--- src/rtl/mips_ctrl_pkg.sv ---
// Shared types and constants for the MIPS pipeline hazard/forwarding control.
package mips_ctrl_pkg;

    // Default widths: register address and stall-counter width.
    localparam int REG_AW_DEF   = 5;
    localparam int CNT_W_DEF    = 16;

    // Shadow pipeline depth: EX, MEM, WB, PWB.
    localparam int SHADOW_DEPTH = 4;
    localparam int SH_EX        = 0;
    localparam int SH_MEM       = 1;
    localparam int SH_WB        = 2;

    // EX-stage operand mux selects.
    localparam logic [1:0] FWD_RF    = 2'b00;
    localparam logic [1:0] FWD_EXMEM = 2'b01;
    localparam logic [1:0] FWD_MEMWB = 2'b10;
    localparam logic [1:0] FWD_WB    = 2'b11;

    typedef enum logic [1:0] {
        RUN        = 2'd0,
        LOAD_STALL = 2'd1,
        FREEZE     = 2'd2
    } hz_state_t;

    // One in-flight instruction as seen by the hazard unit.
    typedef struct packed {
        logic [REG_AW_DEF-1:0] dest;
        logic                  wr;
        logic                  load;
    } shadow_entry_t;

endpackage

--- src/rtl/fwd_sel_calc.sv ---
// Priority compare of one ID source register against the EX/MEM/WB shadow
// entries; the youngest matching producer wins.
module fwd_sel_calc
    import mips_ctrl_pkg::*;
(
    input  logic [REG_AW_DEF-1:0] src_i,
    input  logic                  uses_i,
    input  shadow_entry_t         ex_i,
    input  shadow_entry_t         mem_i,
    input  shadow_entry_t         wb_i,
    output logic [1:0]            sel_o
);

    // Youngest-first match; $0 never matches because its entries carry wr=0.
    always_comb begin
        sel_o = FWD_RF;
        if (uses_i) begin
            if (ex_i.wr && (ex_i.dest == src_i)) begin
                sel_o = FWD_EXMEM;
            end else if (mem_i.wr && (mem_i.dest == src_i)) begin
                sel_o = FWD_MEMWB;
            end else if (wb_i.wr && (wb_i.dest == src_i)) begin
                sel_o = FWD_WB;
            end
        end
    end

endmodule

--- src/rtl/hazard_fwd_ctrl.sv ---
// Hazard and forwarding controller for the 5-stage MIPS core: shadow pipeline
// of destination registers, registered forwarding selects, load-use stall,
// branch flush and data-memory freeze control.
module hazard_fwd_ctrl
    import mips_ctrl_pkg::*;
#(
    parameter int REG_AW = REG_AW_DEF,
    parameter int CNT_W  = CNT_W_DEF
) (
    input  logic              clk,
    input  logic              reset,
    input  logic              id_valid,
    input  logic [REG_AW-1:0] id_rs,
    input  logic [REG_AW-1:0] id_rt,
    input  logic              id_uses_rs,
    input  logic              id_uses_rt,
    input  logic [REG_AW-1:0] id_dest,
    input  logic              id_reg_write,
    input  logic              id_mem_read,
    input  logic              ex_branch_taken,
    input  logic              mem_wait,
    output logic [1:0]        fwd_a_sel,
    output logic [1:0]        fwd_b_sel,
    output logic              pc_write,
    output logic              ifid_write,
    output logic              idex_bubble,
    output logic              ifid_flush,
    output logic [CNT_W-1:0]  stall_cycles
);

    // The shadow entry struct is sized from the package default.
    if (REG_AW != REG_AW_DEF) begin : g_aw_check
        $error("hazard_fwd_ctrl: REG_AW must equal mips_ctrl_pkg::REG_AW_DEF");
    end

    shadow_entry_t    shadow_q [SHADOW_DEPTH];
    shadow_entry_t    id_entry;
    hz_state_t        state_q, state_d;
    logic [1:0]       fwd_a_q, fwd_a_d, fwd_b_q, fwd_b_d;
    logic [1:0]       sel_a, sel_b;
    logic [CNT_W-1:0] cnt_q, cnt_d;
    logic             load_use, id_bubble, stall_inc;

    assign load_use = id_valid && shadow_q[SH_EX].load && shadow_q[SH_EX].wr &&
                      ((id_uses_rs && (id_rs == shadow_q[SH_EX].dest)) ||
                       (id_uses_rt && (id_rt == shadow_q[SH_EX].dest)));

    // A flush or a load-use stall turns the ID instruction into a bubble.
    assign id_bubble = !id_valid || ex_branch_taken || load_use;

    // Build the entry that moves into EX; writes to $0 are never tracked.
    always_comb begin
        id_entry      = '0;
        if (!id_bubble) begin
            id_entry.dest = id_dest;
            id_entry.wr   = id_reg_write && (id_dest != '0);
            id_entry.load = id_mem_read;
        end
    end

    fwd_sel_calc u_fwd_a (
        .src_i  (id_rs),
        .uses_i (id_uses_rs),
        .ex_i   (shadow_q[SH_EX]),
        .mem_i  (shadow_q[SH_MEM]),
        .wb_i   (shadow_q[SH_WB]),
        .sel_o  (sel_a)
    );

    fwd_sel_calc u_fwd_b (
        .src_i  (id_rt),
        .uses_i (id_uses_rt),
        .ex_i   (shadow_q[SH_EX]),
        .mem_i  (shadow_q[SH_MEM]),
        .wb_i   (shadow_q[SH_WB]),
        .sel_o  (sel_b)
    );

    assign fwd_a_d   = id_bubble ? FWD_RF : sel_a;
    assign fwd_b_d   = id_bubble ? FWD_RF : sel_b;
    assign stall_inc = mem_wait || (load_use && !ex_branch_taken);
    assign cnt_d     = (stall_inc && (cnt_q != '1)) ? cnt_q + 1'b1 : cnt_q;

    // Next-state logic for the stall/freeze tracker.
    always_comb begin
        state_d = state_q;
        unique case (state_q)
            RUN: begin
                if (mem_wait)                              state_d = FREEZE;
                else if (load_use && !ex_branch_taken)     state_d = LOAD_STALL;
            end
            LOAD_STALL: state_d = mem_wait ? FREEZE : RUN;
            FREEZE:     state_d = mem_wait ? FREEZE : RUN;
            default:    state_d = RUN;
        endcase
    end

    // Pipeline enables by priority: reset, freeze, branch flush, load-use, run.
    always_comb begin
        pc_write    = 1'b1;
        ifid_write  = 1'b1;
        idex_bubble = 1'b0;
        ifid_flush  = 1'b0;
        if (reset) begin
            pc_write    = 1'b0;
            ifid_write  = 1'b0;
            idex_bubble = 1'b1;
            ifid_flush  = 1'b1;
        end else if (mem_wait) begin
            pc_write    = 1'b0;
            ifid_write  = 1'b0;
        end else if (ex_branch_taken) begin
            idex_bubble = 1'b1;
            ifid_flush  = 1'b1;
        end else if (load_use) begin
            pc_write    = 1'b0;
            ifid_write  = 1'b0;
            idex_bubble = 1'b1;
        end
    end

    // Shadow pipeline, selects and state advance together; a freeze holds all.
    always_ff @(posedge clk) begin
        if (reset) begin
            for (int i = 0; i < SHADOW_DEPTH; i++) shadow_q[i] <= '0;
            fwd_a_q <= FWD_RF;
            fwd_b_q <= FWD_RF;
            state_q <= RUN;
            cnt_q   <= '0;
        end else begin
            state_q <= state_d;
            cnt_q   <= cnt_d;
            if (!mem_wait) begin
                shadow_q[0] <= id_entry;
                for (int i = 1; i < SHADOW_DEPTH; i++) shadow_q[i] <= shadow_q[i-1];
                fwd_a_q <= fwd_a_d;
                fwd_b_q <= fwd_b_d;
            end
        end
    end

    assign fwd_a_sel    = fwd_a_q;
    assign fwd_b_sel    = fwd_b_q;
    assign stall_cycles = cnt_q;

endmodule

--- config.mk ---
export PLATFORM = sky130hd
export DESIGN_NAME = hazard_fwd_ctrl
export DESIGN_NICKNAME = d
export VERILOG_FILES = /design/src/rtl/mips_ctrl_pkg.sv /design/src/rtl/fwd_sel_calc.sv /design/src/rtl/hazard_fwd_ctrl.sv
export SDC_FILE = /design/constraint.sdc
export NUM_CORES = 1
export LEC_CHECK = 0
export ABC_AREA = 1
export BUFFER_PORTS_ARGS = -buffer_cell sky130_fd_sc_hd__buf_4
export CORE_ASPECT_RATIO = 1.1
export CORE_MARGIN = 4
export CORE_UTILIZATION = 56
export CTS_CLUSTER_DIAMETER = 50
export CTS_CLUSTER_SIZE = 28
export DETAILED_ROUTE_END_ITERATION = 6
export PLACE_DENSITY = 0.88
export SYNTH_ARGS = -nofsm -noshare
export SYNTH_HDL_FRONTEND = slang
export SYNTH_HIERARCHICAL = 1
export SYNTH_SLANG_ARGS = --single-unit
export TNS_END_PERCENT = 20
--- constraint.sdc ---
create_clock -name clk -period 1.7 [get_ports clk]
set_input_delay 0.34 -clock clk [delete_from_list [all_inputs] [get_ports clk]]
set_output_delay 0.34 -clock clk [all_outputs]
set_load 0.05 [all_outputs]
==> metrics.md <==
| Metric | Value |
|---|---|
| Status | `finished, violations left` |
| Violated checks | `setup timing` |
| Number of synthesis warnings | `6` |
| Number of global-route vias before repair | `2654` |
| Largest net degree at the start of global routing | `31` |
| Core area | `around 4700 um^2` |
| Fillers | `345` |
| Final Setup Violations | `19` |
| CTS tree | `yes` |
| Gr usage total | `25.0%` |
| Pwr/cell area | `roughly 600 nW/um^2` |
| Total leakage power | `1.79 nW` |
| Area grow syn2layout | `31.2%` |
| Vias/cell | `5.08` |
| ANT nets after route | `0` |
| Rel. slew slack | `72.0%` |
| Crit Path Max Fanout | `4` |
| First-pass GRT wire length | `11500 um` |
| Placer Congestion | `between 0.9 and 1` |
| DR DRC count | `0` |
| Final hold vios | `0` |
| Share of post-route cells with drive strength above 1 | `25.6%` |
| Placed inst area | `roughly 3200 um^2` |
| CTS Buffer Depth | `2` |
| Root Driver | `clkbuf_8` |
| Worst path buffer plus inverter count | `3` |
| Total power draw | `2.10 mW` |
| CTS buffer count | `5` |
| Clk_lat worst skew | `290 ps` |
| Total wire length | `7260 um` |
| Hold Slack | `around 360 ps` |
| Die area | `about 6000 um^2` |
| N_diodes | `0` |
| Via count | `2888` |
| Drt first pass iters | `5` |
| Port Buffer Count | `47` |
| RSZ-0062 raised after global routing | `true` |
| Tmin final | `2070 ps` |
| Final worst path period share | `122%` |
| Syn Nets | `approximately 460` |
| Syn Std Cell Area | `2680 um^2` |
| Final Cell Area | `3520 um^2` |
| Number of DRC markers in iteration 0 | `188` |
| Nets | `536` |
| CTS clock-pin slew for the worst setup and hold paths | `80 ps` |
| Most common cell after layout, fill and taps aside | `nand2_1` |
| Crit Path Class | `register to output port` |
| HP Class | `primary input to register` |
| Setup WS post-layout | `-373 ps` |
| Dpl hpwl | `5160 um` |
| Avg WL per Cell | `between 10 and 15 um` |
| Initial Util | `57.6%` |
| Startpoint Class | `register` |
| Grt ovf | `0` |
| Actual slew at the worst max-slew pin | `417 ps` |
| Syn Area/Cell | `approximately 6.2 um^2` |
| Kind of cell adding the most delay to the critical path | `simple AND/OR/NAND/NOR gates` |
| Boundary pin count | `48` |
| Worst clock skew | `3.79 ps` |
| Worst vdd ir | `0.602 mV` |
| Worst stage delay on the critical path | `around 450 ps` |
| Die Wd | `74.0 um` |
| Most numerous cell on the critical path | `nand3_2` |
| Worst Path Required | `roughly 1400 ps` |
| Clock sinks | `39` |
| Initial antenna violation count | `0` |
| Most frequent cells in the layout | `nand2_1, nor2_1, inv_1, buf_4, nand3_1` |
| CP Cell Sequence | `inv_2 > nor2_1 > nor2_2 > nand3_1 > nand2_2 > nand3_2 > nand3_2 > clkinvlp_4 > buf_8` |
| Max-cap violation count | `0` |
| Crit path max-delay cell type | `edfxtp_1` |
| Chip Height | `80.6 um` |
| Post-Syn Instances | `430` |
| Worst EP arrival | `between 1500 and 2000 ps` |
| Hold Buf Count CTS | `0` |
| FP Rows | `26` |
| H-tree lvl count | `2` |
| Fmax | `482 MHz` |
| Max Transition Viols Final | `0` |
| CP endpoint kind | `output port` |
-- power breakdown --
part	total [mW]	internal (mW)	switching (mW)
sequential	1.05	1.02	0.0331
clock	0.616	0.288	0.328
combinational	0.430	0.182	0.248
total	2.10	1.49	0.609
-- worst min-delay path, stage by stage --
cell and delay (ps):
buf_4 80, inv_1 30, nor2_1 100
-- what timing repair did --
action	in CTS	in global routing
resized for setup	11	10
endpoints found under the setup margin	17	26
gates cloned	0	2
pin swaps	4	8
setup buffers	4	5
endpoints found under the hold margin	0	0
-- state kept, by name, indices dropped and copies added (netlist names) --
name and count:
fwd_a_sel 2, fwd_b_sel 2, shadow_q 19, stall_cycles 16
-- final cells by class --
class / count / area (um^2) / share of cell area [%]
multi-input combinational: 298 / 1380 / 39.2
sequential: 39 / 981 / 27.9
timing repair buffer: 82 / 686 / 19.5
inverter: 85 / 323 / 9.17
clock buffer: 7 / 76.3 / 2.17
tap: 56 / 70.1 / 1.99
clock inverter: 1 / 5.00 / 0.142
-- per-stage QoR --
stage / setup WS, ps / util [%] / TNS [ps] / cells
floorplan: -111 / - / -217 / 430
global placement: -56.1 / 69.8 / -166 / 550
detailed placement: -123 / 69.8 / -834 / 550
CTS: -375 / 73.1 / -5320 / 562
global route: -443 / 75.6 / -6470 / 568
finish: -373 / 75.6 / -4990 / 568
-- routing by layer --
metal  wire length [um]  global-route usage, %
met1               3050                   31.2
met2               3590                   42.7
met3                433                   4.38
met4                182                   8.33
met5                  0                      0
-- final timing paths --
kind / from / endpoint / slack, ps / depth (start not counted)
max: shadow_q[0][2] / pc_write / -370 / 9
min: id_mem_read / shadow_q[0][0] / 360 / 3
max reg2reg: shadow_q[0][2] / stall_cycles[6] / -290 / 15
min reg2reg: fwd_a_sel[0] / fwd_a_sel[0] / 460 / 2
Power figures use the tool's default switching activity.
